--- config.mk ---
export PLATFORM = sky130hd
export DESIGN_NAME = kernel_loader_flat
export DESIGN_NICKNAME = d
export VERILOG_FILES = /design/src/rtl/kernel_loader_if.sv /design/src/rtl/kernel_loader.sv /design/src/flat_wrapper.sv
export SDC_FILE = /design/constraint.sdc
export NUM_CORES = 2
export LEC_CHECK = 0
export ABC_AREA = 1
export CAP_MARGIN = 5
export CORE_MARGIN = 2
export CORE_UTILIZATION = 49
export DETAILED_ROUTE_END_ITERATION = 6
export PLACE_DENSITY = 0.75
export SLEW_MARGIN = 10
export SYNTH_ARGS = -nofsm -noshare
export SYNTH_HDL_FRONTEND = slang
export SYNTH_SLANG_ARGS = --single-unit
--- constraint.sdc ---
create_clock -name clk -period 26.7 [get_ports clk]
set_clock_uncertainty 0.05 [all_clocks]
set_input_delay 4.005 -clock clk [delete_from_list [all_inputs] [get_ports clk]]
set_output_delay 4.005 -clock clk [all_outputs]
set_load 0.05 [all_outputs]
--- src/rtl/kernel_loader_if.sv ---
// Handshake, control and result bundle between a kernel source and kernel_loader.
// The master side issues loads and streams taps; the slave side is the loader.
interface kernel_loader_if #(
  parameter int KSIZE  = 7,
  parameter int COEF_W = 8
);

  localparam int N = KSIZE * KSIZE;

  logic                  start;
  logic [7:0]            div_in;
  logic [COEF_W-1:0]     coef_in;
  logic                  coef_valid;
  logic                  coef_ready;
  logic                  abort;
  logic [N*COEF_W-1:0]   kernel;
  logic [7:0]            divisor;
  logic                  busy;
  logic                  done;
  logic                  err;

  modport master (
    output start, div_in, coef_in, coef_valid, abort,
    input  coef_ready, kernel, divisor, busy, done, err
  );

  modport slave (
    input  start, div_in, coef_in, coef_valid, abort,
    output coef_ready, kernel, divisor, busy, done, err
  );

endinterface

--- src/rtl/kernel_loader.sv ---
// Double-buffered convolution kernel loader: taps stream into a shadow copy and
// become active in one COMMIT cycle. Optional checksum word: KERNEL_LOADER_CHECKSUM_EN.
module kernel_loader #(
  parameter int KSIZE  = 7,
  parameter int COEF_W = 8
) (
  input  logic            clk,
  input  logic            reset,
  kernel_loader_if.slave  bus
);

  localparam int N     = KSIZE * KSIZE;
  localparam int KW    = N * COEF_W;
  localparam int IDX_W = (N > 1) ? $clog2(N) : 1;
  localparam logic [IDX_W-1:0] LAST_IDX = IDX_W'(N - 1);

`ifdef KERNEL_LOADER_CHECKSUM_EN
  typedef enum logic [1:0] {IDLE = 2'd0, LOAD = 2'd1, COMMIT = 2'd2, CHECK = 2'd3} stateType;
`else
  typedef enum logic [1:0] {IDLE = 2'd0, LOAD = 2'd1, COMMIT = 2'd2} stateType;
`endif

  // Reset kernel is a pass-through: only the centre tap carries weight 1.
  function automatic logic [KW-1:0] identityKernel();
    logic [KW-1:0] k;
    k = '0;
    k[KW-1-(N/2)*COEF_W -: COEF_W] = COEF_W'(1);
    return k;
  endfunction

  stateType           state;
  logic [IDX_W-1:0]   tapIdx;
  logic [COEF_W-1:0]  shadowTap [N];
  logic [7:0]         shadowDiv;
  logic [KW-1:0]      kernelReg;
  logic [7:0]         divisorReg;
  logic               busyReg;
  logic               doneReg;
  logic               readyReg;
  logic               accept;

`ifdef KERNEL_LOADER_CHECKSUM_EN
  logic [COEF_W-1:0]  runSum;
  logic               errReg;
`endif

  assign accept = bus.coef_valid && readyReg;

  // One block owns the FSM, the shadow buffer and every registered output,
  // so ready/busy/done always line up with the state they describe.
  always_ff @(posedge clk or posedge reset) begin
    if (reset) begin
      state      <= IDLE;
      tapIdx     <= '0;
      shadowDiv  <= '0;
      kernelReg  <= identityKernel();
      divisorReg <= 8'd1;
      busyReg    <= 1'b0;
      doneReg    <= 1'b0;
      readyReg   <= 1'b0;
      for (int i = 0; i < N; i++) begin
        shadowTap[i] <= '0;
      end
`ifdef KERNEL_LOADER_CHECKSUM_EN
      runSum     <= '0;
      errReg     <= 1'b0;
`endif
    end else begin
      doneReg <= 1'b0;
`ifdef KERNEL_LOADER_CHECKSUM_EN
      errReg  <= 1'b0;
`endif
      case (state)
        IDLE: begin
          if (bus.start) begin
            shadowDiv <= bus.div_in;
            tapIdx    <= '0;
            busyReg   <= 1'b1;
            readyReg  <= 1'b1;
            state     <= LOAD;
`ifdef KERNEL_LOADER_CHECKSUM_EN
            runSum    <= COEF_W'(bus.div_in);
`endif
          end
        end

        LOAD: begin
          if (bus.abort) begin
            busyReg  <= 1'b0;
            readyReg <= 1'b0;
            state    <= IDLE;
          end else if (accept) begin
            shadowTap[tapIdx] <= bus.coef_in;
            tapIdx            <= tapIdx + IDX_W'(1);
`ifdef KERNEL_LOADER_CHECKSUM_EN
            runSum            <= runSum + bus.coef_in;
            if (tapIdx == LAST_IDX) begin
              state <= CHECK;
            end
`else
            if (tapIdx == LAST_IDX) begin
              readyReg <= 1'b0;
              state    <= COMMIT;
            end
`endif
          end
        end

`ifdef KERNEL_LOADER_CHECKSUM_EN
        // The extra word must equal the running sum; a mismatch leaves the
        // active kernel untouched and only reports the error.
        CHECK: begin
          if (bus.abort) begin
            busyReg  <= 1'b0;
            readyReg <= 1'b0;
            state    <= IDLE;
          end else if (accept) begin
            readyReg <= 1'b0;
            if (bus.coef_in == runSum) begin
              state <= COMMIT;
            end else begin
              errReg  <= 1'b1;
              busyReg <= 1'b0;
              state   <= IDLE;
            end
          end
        end
`endif

        COMMIT: begin
          for (int i = 0; i < N; i++) begin
            kernelReg[KW-1-i*COEF_W -: COEF_W] <= shadowTap[i];
          end
          divisorReg <= (shadowDiv == 8'd0) ? 8'd1 : shadowDiv;
          doneReg    <= 1'b1;
          busyReg    <= 1'b0;
          state      <= IDLE;
        end

        default: begin
          busyReg  <= 1'b0;
          readyReg <= 1'b0;
          state    <= IDLE;
        end
      endcase
    end
  end

  assign bus.coef_ready = readyReg;
  assign bus.kernel     = kernelReg;
  assign bus.divisor    = divisorReg;
  assign bus.busy       = busyReg;
  assign bus.done       = doneReg;
`ifdef KERNEL_LOADER_CHECKSUM_EN
  assign bus.err        = errReg;
`else
  assign bus.err        = 1'b0;
`endif

endmodule

--- src/flat_wrapper.sv ---
// flat-port wrapper written by rule: the top's interface ports become plain ports
module kernel_loader_flat 
#(
  parameter int KSIZE  = 7,
  parameter int COEF_W = 8
)
  (clk, reset, bus_start, bus_div_in, bus_coef_in, bus_coef_valid, bus_abort, bus_coef_ready, bus_kernel, bus_divisor, bus_busy, bus_done, bus_err);
  kernel_loader_if #(.KSIZE(KSIZE), .COEF_W(COEF_W)) bus_i ();
  input  logic clk;
  input  logic reset;
  input wire logic [$bits(bus_i.start)-1:0] bus_start;
  input wire logic [$bits(bus_i.div_in)-1:0] bus_div_in;
  input wire logic [$bits(bus_i.coef_in)-1:0] bus_coef_in;
  input wire logic [$bits(bus_i.coef_valid)-1:0] bus_coef_valid;
  input wire logic [$bits(bus_i.abort)-1:0] bus_abort;
  output wire logic [$bits(bus_i.coef_ready)-1:0] bus_coef_ready;
  output wire logic [$bits(bus_i.kernel)-1:0] bus_kernel;
  output wire logic [$bits(bus_i.divisor)-1:0] bus_divisor;
  output wire logic [$bits(bus_i.busy)-1:0] bus_busy;
  output wire logic [$bits(bus_i.done)-1:0] bus_done;
  output wire logic [$bits(bus_i.err)-1:0] bus_err;
  assign bus_i.start = bus_start;
  assign bus_i.div_in = bus_div_in;
  assign bus_i.coef_in = bus_coef_in;
  assign bus_i.coef_valid = bus_coef_valid;
  assign bus_i.abort = bus_abort;
  assign bus_coef_ready = bus_i.coef_ready;
  assign bus_kernel = bus_i.kernel;
  assign bus_divisor = bus_i.divisor;
  assign bus_busy = bus_i.busy;
  assign bus_done = bus_i.done;
  assign bus_err = bus_i.err;
  kernel_loader #(.KSIZE(KSIZE), .COEF_W(COEF_W)) u_core (.clk(clk), .reset(reset), .bus(bus_i));
endmodule
After elaboration in Yosys (flattened, before gate mapping)
Index checks and enable logic that the tools add are counted.
{"block": "classes", "add_sub_neg": 1, "mul": 0, "n_div": 0, "magnitude_cmp": 2, "n_eq_ne": 9, "n_shift": 0, "muxes": 21, "bitwise": 3, "n_reduce_logical": 11}
{"operator": "392-bit bitwise mux", "n": 1}
{"operator": "8-bit demux with 6-bit select", "n": 1}
{"operator": "6-bit two-way mux", "n": 3}
{"operator": "8-bit two-way mux", "n": 2}
{"operator": "6-bit case mux with 2 select lines", "n": 1}
{"operator": "8-bit logical NOT", "n": 1}
{"operator": "2-bit two-way mux", "n": 4}
{"operator": "4-bit AND reduction", "n": 2}
{"operator": "7-bit greater-or-equal comparator (second input constant)", "n": 1}
{"operator": "7-bit by 1-bit < comparator with 1-bit output (second input constant)", "n": 1}
{"operator": "6-bit inverter with 7-bit output", "n": 1}
{"operator": "6-bit by 1-bit adder with 6-bit output (second input constant)", "n": 1}
{"operator": "6-bit equality test (second input constant)", "n": 1}
{"operator": "1-bit two-way mux", "n": 6}
{"operator": "2-bit != test (second input constant)", "n": 3}
{"operator": "3-bit by 2-bit != test with 1-bit output (second input constant)", "n": 2}
{"operator": "3-bit AND reduction", "n": 2}
{"operator": "2-bit case mux with 2 select lines", "n": 1}
{"operator": "2-bit AND reduction", "n": 2}
{"operator": "1-bit case mux with 3 select lines", "n": 1}
{"operator": "2-bit by 1-bit equality test with 1-bit output (second input constant)", "n": 1}
{"operator": "2-bit equality test (second input constant)", "n": 1}
{"operator": "1-bit logical AND", "n": 2}
{"operator": "2-bit logical NOT", "n": 1}
{"operator": "other kinds (4)", "n": 5}
{"block": "word_totals", "register_bits": 811, "latchBits": 0, "ramBits": 0, "romBits": 0, "inputBits": 21, "out_inout_bits": 404, "word_cells": 104, "memories": 0}

Depth between registers and ports, before layout
{"block": "depth", "word_depth": 6, "ltp_mapped": 9, "mapped_depth_nobuf": 9}

Least setup slack after synthesis
Ideal clock, no wire load.
{"block": "synth_timing", "path_kind": "input to register", "start": "input port bus_abort", "end": "register u_core.shadowTap[136] (netlist bit)", "setup_ps": 65, "arrival_time_ps": 5082, "t_required_ps": 26585, "setup_slack_ps": 21503, "stages": 8, "n_path_buf": 1, "path_cell_list": "inv_1 nand3_1 nor2_4 buf_6 nand2_4 nor2_8 nand2_1 nand2_1"}
{"block": "synth_between", "elab_chain_cells": 2}
{"element": "from (decl)", "line": "flat_wrapper.sv:15", "source": "input wire logic [$bits(bus_i.abort)-1:0] bus_abort;"}
{"element": "1-bit inverter (no line)"}
{"element": "3-bit AND reduction (no line)"}
{"element": "to (signal, indexed assignment)", "line": "kernel_loader.sv:93", "source": "shadowTap[tapIdx] <= bus.coef_in;"}
{"element": "to (decl)", "line": "kernel_loader.sv:33", "source": "logic [COEF_W-1:0] shadowTap [N];"}
No other way between the ends.
A chain may end at the register's enable or synchronous reset.

==> results.tsv <==
metric	value	unit
peakVddDrop	0.0000449	V
netlist.area_leader.share	65.0	%
postCtsHoldBufs	0	
antenna_found_initial	2	
fmax	128	MHz
crit_path_end_kind	asynchronous set/reset pin	
numCtsBuffers	81	
ys_types	28	
port-buffer-count	423	
max-clock-path-buffers	3	
relSlewSlack	24.7	%
grt_max_degree	226	
core	63000	um^2
antenna_cells	0	
slew_viol_final	0	
synth-async-reset-ratio	100	%
status	completed	
avgSynthCellArea	8.85	um^2
setup_viol	0	
vias	24300	
maxCapViolations	0	
grt_pass1_vias	23100	
drt_wl_total	89800	um
syn_inst	3518	
final_cell_count_no_fill	4821	
startpoint_type	input port	
power_density	70.1	nW/um^2
crit_fanout	72	
overflow	0	
synth_area_leaders	dfrtp_1 (65%), nand2_1 (28%), clkbuf_1 (1.3%)	
initial_core_util	49.4	%
area_growth	24.8	%
grt_usage	27.4	%
io_pins	425	
ys_warn_count	0	
reg2reg_depth	7	
drive_gt1_share	6.09	%
fillers	5229	
hold_viol_final	0	
cp_data_arrival_time	8.41	ns
drtIter0Drc	2323	
ant_nets	0	
layout_min_cycle_time	7.79	ns
ys_seq_area_share	65.2	%
cts_tree	done	
p_leak	0.0212	uW
critPathRequiredTime	27.33	ns
wl_per_cell	18.6	um
hold_class	reg2reg	
path_clk_slew	0.06	ns
dieArea	65600	um^2
drcViolationCount	0	
mappedNetlistArea	31100	um^2
cts_resized	0	
ys_seq_elements	811	
num_rows	92	
clk_latency	0.61	ns
synthFlopType	dfrtp_1	
vias_per_cell	5.04	
layout_common_cells	nand2_1 (2349), dfrtp_1 (809), clkdlybuf4s50_1 (415), clkbuf_16 (85), o21ai_1 (48)	
holdPathStages	2	
clkSinkCount	811	
cts_max_level	3	
die_h	256	um
synthesis.nets	3541	
rsz0062_at_grt	false	
synth-edff-count	0	
placedCellCount	4671	
die_width	256	um
finalCritPeriodShare	29.2	%
dp_hpwl	54500	um
final_common_cell	nand2_1	
clockRootBuffer	clkbuf_16	
fin_nets	3931	
dr.pass1.iters	6	
grt_pass1_wl	138000	um
tightestPinTransition	1.13	ns
yosysTopAreaCell	dfrtp_1	
worstSetupPathType	in2async	
tns	0	ns
postCtsSetupRepairBufs	0	
gp_congestion	0.809	
==> layer usage <==
metal  track usage (%)  wire length, um  up-vias
li1                  -                -    11400
met1              37.6            37400    11800
met2              43.5            42600      848
met3              4.99             6460      174
met4              10.8             3280        4
met5                 0               25        -
==> path summary, 6_finish.rpt <==
check                                                  start  slack (ns)                            endpoint
setup / recovery                                       reset       18.91  u_core.bus.kernel[230]$_DFFE_PP0N_
hold / removal             u_core.shadowTap[355]$_DFFE_PP0P_        0.42  u_core.bus.kernel[355]$_DFFE_PP0N_
max in group clk                                   bus_abort       20.39   u_core.shadowTap[257]$_DFFE_PP0P_
setup reg to reg                 u_core.state[1]$_DFFE_PP0P_       23.37  u_core.bus.kernel[142]$_DFFE_PP0N_
hold reg to reg            u_core.shadowTap[355]$_DFFE_PP0P_        0.42  u_core.bus.kernel[355]$_DFFE_PP0N_
min in group asynchronous                              reset        3.99  u_core.bus.kernel[117]$_DFFE_PP0N_
==> critical path, stage by stage <==
cell,delay [ns]
clkdlybuf4s50_1,0.44
clkinvlp_4,0.07
buf_4,0.69
buf_4,0.77
buf_4,0.79
buf_4,0.73
buf_4,0.68
==> synth_stat cells (3+ instances only) <==
cell type,number
xor2_1,3
nand3_1,9
o21ai_0,18
inv_2,12
o21ai_1,48
nor2_2,8
nor2_4,31
nand2_4,6
nor2_1,29
nand3_4,6
clkbuf_1,108
buf_2,29
nor2_8,6
inv_1,29
dfrtp_1,809
nand2_2,3
nand2_1,2349
==> through the flow <==
step	setup WS [ns]	area, um^2	hold WS [ns]	utilization [%]	total power (uW)
floorplan	11.51	31100	0.392	-	1470
global placement	18.13	36100	0.402	57.3	1550
global route	18.28	38800	0.434	61.7	2810
detailed placement	18.10	36100	0.407	57.3	1560
finish	18.91	38800	0.418	61.7	2720
CTS	18.78	38800	0.422	61.7	2740
==> kinds of logic (layout without fill, tap and decap cells) <==
logic type | after synthesis | after routing | share of synthesized area [%]
simple gates | 2450 | 2450 | 31.2
flops | 811 | 811 | 65.2
buf+inv | 183 | 640 | 2.38
compound gates | 68 | 68 | 1.09
xor+xnor | 3 | 3 | 0.0844
fa+ha+maj | 2 | 2 | 0.0804
other cells | 1 | 1 | 0.0120
==> state kept, by name, indices dropped and copies added, names as in the netlist <==
name	count
u_core.state	2
u_core.bus.divisor	8
u_core.bus.busy	1
u_core.shadowDiv	8
u_core.tapIdx	6
u_core.bus.done	1
u_core.bus.coef_ready	1
u_core.bus.kernel	392
u_core.shadowTap	392
==> final cells by class <==
cell class	count	area [um^2]	share of cell area, %
Inverter	42	171	0.441
Multi-Input combinational cell	2524	10100	26.0
Sequential cell	811	20300	52.2
Tap cell	846	1060	2.72
Timing Repair Buffer	448	4420	11.4
Clock buffer	123	2450	6.31
Clock inverter	27	343	0.883
==> where the power goes <==
| part | switching [uW] | internal (uW) |
|---|---|---|
| Combinational | 169 | 56.8 |
| Clock | 476 | 711 |
| Sequential | 33.0 | 1280 |
| Total | 679 | 2040 |
(Power assumes the default switching activity.)
